`src/rtl/branch_history_table_pkg.sv`:
```
// Shared types and helpers for the branch history table.
//   ctr2_e    : names for the 2-bit counter states (debug / bench readability)
//   idx_width : table index width from the entry count
//   sat_inc / sat_dec : saturating step on a counter of caller-chosen width
//                       (value carried in 4 bits, width 1..4 passed in)
package bp_pkg;

  typedef enum logic [1:0] {
    SNT = 2'b00,
    WNT = 2'b01,
    WT  = 2'b10,
    ST  = 2'b11
  } ctr2_e;

  function automatic int idx_width(int entries);
    return (entries <= 2) ? 1 : $clog2(entries);
  endfunction

  // Saturates at 2^w-1; bits above w are expected to be zero.
  function automatic logic [3:0] sat_inc(logic [3:0] v, int w);
    int mx;
    mx = (1 << w) - 1;
    if (int'(v) >= mx) return 4'(mx);
    return v + 4'd1;
  endfunction

  // Saturates at 0.
  function automatic logic [3:0] sat_dec(logic [3:0] v, int w);
    if (v == 4'd0 || w == 0) return 4'd0;
    return v - 4'd1;
  endfunction

endpackage

```
`src/rtl/branch_history_table_if.sv`:
```
// Fetch/execute-side bus of the branch history table.
//   pred_req/pred_pc            : prediction request from fetch
//   pred_valid/taken/ctr/index  : registered prediction response
//   upd_valid/upd_index/upd_taken : resolved-branch update from execute
//   ghr                         : current global history (observability)
// master = requester (fetch/execute side), slave = the table.
interface branch_history_table_if #(
  parameter int PC_WIDTH  = 32,
  parameter int IW        = 6,
  parameter int CTR_WIDTH = 2,
  parameter int GW        = 1
);
  logic                 pred_req;
  logic [PC_WIDTH-1:0]  pred_pc;
  logic                 pred_valid;
  logic                 pred_taken;
  logic [CTR_WIDTH-1:0] pred_ctr;
  logic [IW-1:0]        pred_index;
  logic                 upd_valid;
  logic [IW-1:0]        upd_index;
  logic                 upd_taken;
  logic [GW-1:0]        ghr;

  modport master (
    output pred_req, pred_pc, upd_valid, upd_index, upd_taken,
    input  pred_valid, pred_taken, pred_ctr, pred_index, ghr
  );

  modport slave (
    input  pred_req, pred_pc, upd_valid, upd_index, upd_taken,
    output pred_valid, pred_taken, pred_ctr, pred_index, ghr
  );
endinterface

```
`src/rtl/branch_history_table_sat_counter.sv`:
```
// Combinational next state of one saturating direction counter.
//   ctr      : current counter value
//   taken    : resolved outcome
//   ctr_next : ctr+1 on taken, ctr-1 otherwise, clamped at both ends
module bp_sat_counter
  import bp_pkg::*;
#(
  parameter int CTR_WIDTH = 2
) (
  input  logic [CTR_WIDTH-1:0] ctr,
  input  logic                 taken,
  output logic [CTR_WIDTH-1:0] ctr_next
);

  logic [3:0] ctr_ext;

  always_comb begin
    ctr_ext = 4'(ctr);
    if (taken) ctr_next = CTR_WIDTH'(sat_inc(ctr_ext, CTR_WIDTH));
    else       ctr_next = CTR_WIDTH'(sat_dec(ctr_ext, CTR_WIDTH));
  end

endmodule

```
`src/rtl/branch_history_table.sv`:
```
// Table of ENTRIES saturating direction counters (bimodal, or gshare when
// HIST_LEN>0). One registered prediction and one resolved update per cycle.
//   clk   : rising-edge clock
//   reset : asynchronous, active low; clears counters, history and outputs
//   bus   : branch_history_table_if slave (prediction + update + ghr)
module branch_history_table
  import bp_pkg::*;
#(
  parameter int ENTRIES   = 64,
  parameter int CTR_WIDTH = 2,
  parameter int PC_WIDTH  = 32,
  parameter int INDEX_LSB = 2,
  parameter int HIST_LEN  = 0
) (
  input  logic                 clk,
  input  logic                 reset,
  branch_history_table_if.slave bus
);

  localparam int IW = idx_width(ENTRIES);
  localparam int GW = (HIST_LEN > 0) ? HIST_LEN : 1;

  // Flop array rather than RAM: every entry must clear on reset.
  logic [CTR_WIDTH-1:0] tbl_q [ENTRIES];
  logic [CTR_WIDTH-1:0] tbl_d [ENTRIES];
  logic [GW-1:0]        ghr_q, ghr_d;

  logic                 pred_valid_q, pred_valid_d;
  logic                 pred_taken_q, pred_taken_d;
  logic [CTR_WIDTH-1:0] pred_ctr_q,   pred_ctr_d;
  logic [IW-1:0]        pred_index_q, pred_index_d;

  logic [IW-1:0]        raw_idx, pidx;
  logic [CTR_WIDTH-1:0] upd_ctr, upd_next, fwd_ctr;

  // PC bits outside the index window are intentionally ignored.
  logic unused_pc;
  assign unused_pc = ^bus.pred_pc;

  // Single update-path counter; the forwarding mux reuses its result.
  assign upd_ctr = tbl_q[bus.upd_index];

  bp_sat_counter #(.CTR_WIDTH(CTR_WIDTH)) u_sat (
    .ctr      (upd_ctr),
    .taken    (bus.upd_taken),
    .ctr_next (upd_next)
  );

  // Index hashing uses the history as it stood before this cycle's update.
  always_comb begin
    raw_idx = bus.pred_pc[INDEX_LSB +: IW];
    pidx    = raw_idx;
    if (HIST_LEN > 0) pidx = raw_idx ^ IW'(ghr_q);
  end

  // A same-cycle update to the predicted entry is forwarded so the
  // prediction never sees a stale counter.
  always_comb begin
    fwd_ctr = tbl_q[pidx];
    if (bus.upd_valid && (bus.upd_index == pidx)) fwd_ctr = upd_next;
  end

  always_comb begin
    tbl_d = tbl_q;
    if (bus.upd_valid) tbl_d[bus.upd_index] = upd_next;
  end

  // History is non-speculative: shifted only on resolved updates.
  // Truncating {ghr, taken} to GW bits drops the oldest outcome.
  always_comb begin
    ghr_d = ghr_q;
    if (HIST_LEN == 0)      ghr_d = '0;
    else if (bus.upd_valid) ghr_d = GW'({ghr_q, bus.upd_taken});
  end

  // Response fields hold their last value while no request is made.
  always_comb begin
    pred_valid_d = bus.pred_req;
    pred_taken_d = pred_taken_q;
    pred_ctr_d   = pred_ctr_q;
    pred_index_d = pred_index_q;
    if (bus.pred_req) begin
      pred_ctr_d   = fwd_ctr;
      pred_taken_d = fwd_ctr[CTR_WIDTH-1];
      pred_index_d = pidx;
    end
  end

  always_ff @(posedge clk or negedge reset) begin
    if (!reset) begin
      for (int i = 0; i < ENTRIES; i++) tbl_q[i] <= '0;
      ghr_q        <= '0;
      pred_valid_q <= 1'b0;
      pred_taken_q <= 1'b0;
      pred_ctr_q   <= '0;
      pred_index_q <= '0;
    end else begin
      tbl_q        <= tbl_d;
      ghr_q        <= ghr_d;
      pred_valid_q <= pred_valid_d;
      pred_taken_q <= pred_taken_d;
      pred_ctr_q   <= pred_ctr_d;
      pred_index_q <= pred_index_d;
    end
  end

  assign bus.pred_valid = pred_valid_q;
  assign bus.pred_taken = pred_taken_q;
  assign bus.pred_ctr   = pred_ctr_q;
  assign bus.pred_index = pred_index_q;
  assign bus.ghr        = ghr_q;

endmodule

```
`src/flat_wrapper.sv`:
```
// flat-port wrapper written by rule: the top's interface ports become plain ports
module branch_history_table_flat import bp_pkg::*;
#(
  parameter int ENTRIES   = 64,
  parameter int CTR_WIDTH = 2,
  parameter int PC_WIDTH  = 32,
  parameter int INDEX_LSB = 2,
  parameter int HIST_LEN  = 0
)
  (clk, reset, bus_pred_req, bus_pred_pc, bus_upd_valid, bus_upd_index, bus_upd_taken, bus_pred_valid, bus_pred_taken, bus_pred_ctr, bus_pred_index, bus_ghr);
  branch_history_table_if #(.PC_WIDTH(PC_WIDTH), .IW(6), .CTR_WIDTH(CTR_WIDTH), .GW(1)) bus_i ();
  input  logic clk;
  input  logic reset;
  input wire logic [$bits(bus_i.pred_req)-1:0] bus_pred_req;
  input wire logic [$bits(bus_i.pred_pc)-1:0] bus_pred_pc;
  input wire logic [$bits(bus_i.upd_valid)-1:0] bus_upd_valid;
  input wire logic [$bits(bus_i.upd_index)-1:0] bus_upd_index;
  input wire logic [$bits(bus_i.upd_taken)-1:0] bus_upd_taken;
  output wire logic [$bits(bus_i.pred_valid)-1:0] bus_pred_valid;
  output wire logic [$bits(bus_i.pred_taken)-1:0] bus_pred_taken;
  output wire logic [$bits(bus_i.pred_ctr)-1:0] bus_pred_ctr;
  output wire logic [$bits(bus_i.pred_index)-1:0] bus_pred_index;
  output wire logic [$bits(bus_i.ghr)-1:0] bus_ghr;
  assign bus_i.pred_req = bus_pred_req;
  assign bus_i.pred_pc = bus_pred_pc;
  assign bus_i.upd_valid = bus_upd_valid;
  assign bus_i.upd_index = bus_upd_index;
  assign bus_i.upd_taken = bus_upd_taken;
  assign bus_pred_valid = bus_i.pred_valid;
  assign bus_pred_taken = bus_i.pred_taken;
  assign bus_pred_ctr = bus_i.pred_ctr;
  assign bus_pred_index = bus_i.pred_index;
  assign bus_ghr = bus_i.ghr;
  branch_history_table #(.ENTRIES(ENTRIES), .CTR_WIDTH(CTR_WIDTH), .PC_WIDTH(PC_WIDTH), .INDEX_LSB(INDEX_LSB), .HIST_LEN(HIST_LEN)) u_core (.clk(clk), .reset(reset), .bus(bus_i));
endmodule
```
`config.mk`:
```
export PLATFORM = sky130hd
export DESIGN_NAME = branch_history_table_flat
export DESIGN_NICKNAME = d
export VERILOG_FILES = /design/src/rtl/branch_history_table_pkg.sv /design/src/rtl/branch_history_table_if.sv /design/src/rtl/branch_history_table_sat_counter.sv /design/src/rtl/branch_history_table.sv /design/src/flat_wrapper.sv
export SDC_FILE = /design/constraint.sdc
export NUM_CORES = 1
export LEC_CHECK = 0
export CORE_MARGIN = 4
export CORE_UTILIZATION = 60
export DETAILED_ROUTE_END_ITERATION = 7
export GPL_TIMING_DRIVEN = 0
export HOLD_SLACK_MARGIN = 0.12
export PLACE_DENSITY_LB_ADDON = 0.05
export SYNTH_ARGS = -nofsm -noshare
export SYNTH_HDL_FRONTEND = slang
export SYNTH_SLANG_ARGS = --single-unit
```
`constraint.sdc`:
```
create_clock -name clk -period 4.8 [get_ports clk]
set_input_delay 0.96 -clock clk [delete_from_list [all_inputs] [get_ports clk]]
set_output_delay 0.96 -clock clk [all_outputs]
set_load 0.005 [all_outputs]
```
==> impl_metrics.toml <==
[critical_path]
cp_max_fo = 10
critPathKind = "in2reg"
end_kind = "register"
cp_data_required_time_ns = 5.12
ff2ff_path_depth = 8
cp.arrival_ns = 4.95
rrSetupSlack_ns = 1.70
critPathLaunchType = "input pin"
r2r_start = "u_core.tbl_q[101]"
r2r_end = "u_core.tbl_q[114]"

[finish]
final_core_util_pct = 70.37
layout_common_cells = "dfrtp_1 (137), mux2_2 (117), mux4_2 (60)"
final_cells = 817
layout_commonest_cell = "dfrtp_1"
antenna_cells = 0
syn_to_final_growth_pct = 13.71
final_layout_size_suffix_gt1_share_pct = 40.31
finalNetCount = 675
final_cell_area_um2 = 8989
fillers = 899

[power_and_ir_drop]
seq_power_share_pct = 41.8
intPower_mw = 2.490
total_power_mw = 3.375
switching_share_pct = 26.21
power.switching_mw = 0.8845
power_frac_clock_pct = 40.4
p_leak_nw = 3.922
vdd_drop_max_v = 0.0003726
p_comb_share_pct = 17.8
power.density_nw_per_um2 = 375.5

[logic_synthesis]
synth_top_cell_area_share_pct = 43.37
synth_seq_area_share_pct = 43.37
synth-edff-count = 0
synthDistinctLibCells = 48
postSynthCellCount = 591
netlist_area_um2 = 7905
synthTopCellsByArea = "dfrtp_1 (43%), mux4_2 (17%), mux2_2 (17%)"
synth_ff_type = "dfrtp_1"
async_reset_ff_share_pct = 100.0
yosysWarningCount = 0
syn_avg_cell_area_um2 = 13.38
synthesis.nets = 634
ys_ff_latch = 137
yosys.area.top_type = "dfrtp_1"

[detailed_routing]
drc = 0
drt-wirelength-per-cell_um = 27.48
drtAntennaViolNets = 0
drt-pass1-iter-count = 5
wirelength_mm = 22.45
via_per_inst = 6.940
via_count = 5670
drtIter0Drc = 653

[global_routing]
grt_pass1_vias = 5901
grt_pass1_wl_mm = 34.62
grt.total_usage_pct = 32.24
overflow = 0
antenna_found_initial = 0
grt_max_degree = 74

[cts]
cts_max_level = 4
cts_tree = "yes"
numCtsBuffers = 17
ctsResizeCount = 0
hold_buffers = 0
cts_setup_buffers = 0
clockBufferDepth = 2
clock-sinks = 137
clkTransAtPathRegs_ns = 0.06
root_buffer = "clkbuf_16"
clk_latency_ns = 0.43

[hold_path]
hold_end = "u_core.bus.pred_index[5]"
min-delay-start = "u_core.bus.pred_index[5]"
hold_path_class = "reg2reg"
holdPathStages = 1

[status]
status = "finished, final reports clean"

[place]
placed_cell_area_um2 = 8378
place_worst_setup_slack_ns = -0.1397
hpwl_mm = 15.86
dp.cells = 785
globalplace.congestion = 0.9591
portBuffers = 18

[timing]
min_period_over_period_pct = 96.44
finalHoldViolations = 0
fin_tns_setup_ns = 0
drv_slew = 0
finalSetupViolCount = 0
max_freq_mhz = 216.0
min_period_ns = 4.629
setup_slack_ns = 0.1707
maxSlewHeadroom_pct = 25.82
rsz0062_at_grt = "false"
hold-worst-slack_ns = 0.5039
worst_slew_pin_slew_ns = 1.113
skew_ns = 0.006662

[floorplan]
rows = 41
initial_utilization_pct = 61.89
dieArea_um2 = 15070
design.core.area_um2 = 12770
fp.dieH_um = 122.8
die-width_um = 122.8
io_pins = 54

[job]
maxCapViolations = 0
## flip-flops by register name (all words and copies together), names as in the netlist
signal                 count
u_core.tbl_q             128
u_core.bus.pred_index      6
u_core.bus.pred_valid      1
u_core.bus.pred_taken      1
u_core.bus.pred_ctr        1
## cell type report
type | instances | area (µm²) | share of cell area, %
inverter | 4 | 15.01 | 0.1670
clock buffer | 26 | 499.2 | 5.554
clock inverter | 6 | 111.4 | 1.239
buffer | 53 | 335.3 | 3.731
multi-input combinational | 397 | 4141 | 46.07
timing repair buffer | 22 | 242.7 | 2.700
sequential | 137 | 3428 | 38.14
tap | 172 | 215.2 | 2.394
## kinds of logic (layout without fill, tap and decap cells)
group / count (synthesis) / in the layout / synth area share (%)
other: 1 / 1 / 0.04744
xor gates and xnor gates: 6 / 6 / 0.6649
AOI/OAI and AO/OA: 43 / 43 / 4.179
and+or+nand+nor: 139 / 139 / 8.452
buffers and inverters: 57 / 111 / 4.432
DFF: 137 / 137 / 43.37
muxes: 206 / 206 / 38.57
adders and majority gates: 2 / 2 / 0.2849
## cell usage after synthesis (all sizes together), types with 2 or more instances
| master | number |
|---|---|
| buf | 30 |
| nor3 | 5 |
| inv | 4 |
| nor2b | 6 |
| nand2 | 47 |
| o22ai | 2 |
| o22a | 2 |
| nor3b | 5 |
| dfrtp | 137 |
| a221oi | 9 |
| and3b | 2 |
| mux4 | 60 |
| nor2 | 40 |
| clkbuf | 23 |
| a311oi | 2 |
| nand4 | 3 |
| and3 | 7 |
| mux2 | 135 |
| nand2b | 4 |
| or2 | 3 |
| mux2i | 11 |
| a22oi | 3 |
| xnor2 | 3 |
| o21ai | 5 |
| nand3b | 4 |
| xor2 | 3 |
| a221o | 5 |
| a21oi | 4 |
| and2 | 2 |
| a31oi | 2 |
| maj3 | 2 |
| nand3 | 6 |
| a211oi | 4 |
## worst max-delay path by stage
stage,start,endpoint,slack [ns],cells after the start
after floorplan,bus_upd_index[0],u_core.tbl_q[32],1.22,10
after global placement,reset,u_core.tbl_q[48],-2.34,1
after detailed placement,bus_upd_index[2],u_core.tbl_q[114],-0.14,11
after CTS,bus_upd_index[2],u_core.tbl_q[114],0.31,11
after global routing,bus_upd_index[2],u_core.tbl_q[112],0.13,11
final,bus_upd_index[2],u_core.tbl_q[114],0.17,11
## per-layer routing
metal	GRT usage [%]	wire (µm)	vias to the layer above
li1	-	-	2314
met1	43.14	8717	2894
met2	49.03	10440	380
met3	9.631	2441	82
met4	14.35	849	0
met5	0	0	-
## power groups by stage
| stage | sequential, mW | combinational [mW] | clock (mW) |
|---|---|---|---|
| after floorplan | 1.38 | 0.419 | 0 |
| after global placement | 1.41 | 0.572 | 0 |
| after detailed placement | 1.42 | 0.590 | 0 |
| after CTS | 1.41 | 0.594 | 1.37 |
| after global routing | 1.42 | 0.636 | 1.42 |
| final | 1.41 | 0.600 | 1.36 |
## critical path, stage by stage
cell and delay, ns:
clkdlybuf4s50_1 0.53, buf_4 0.25, buf_4 0.29, clkbuf_1 0.62
mux4_2 0.43, mux2i_1 0.23, o21ai_0 0.14, or4_4 0.51
maj3_2 0.33, clkbuf_1 0.28, mux2_2 0.36
Note: power is estimated with default switching activity, not from simulation.
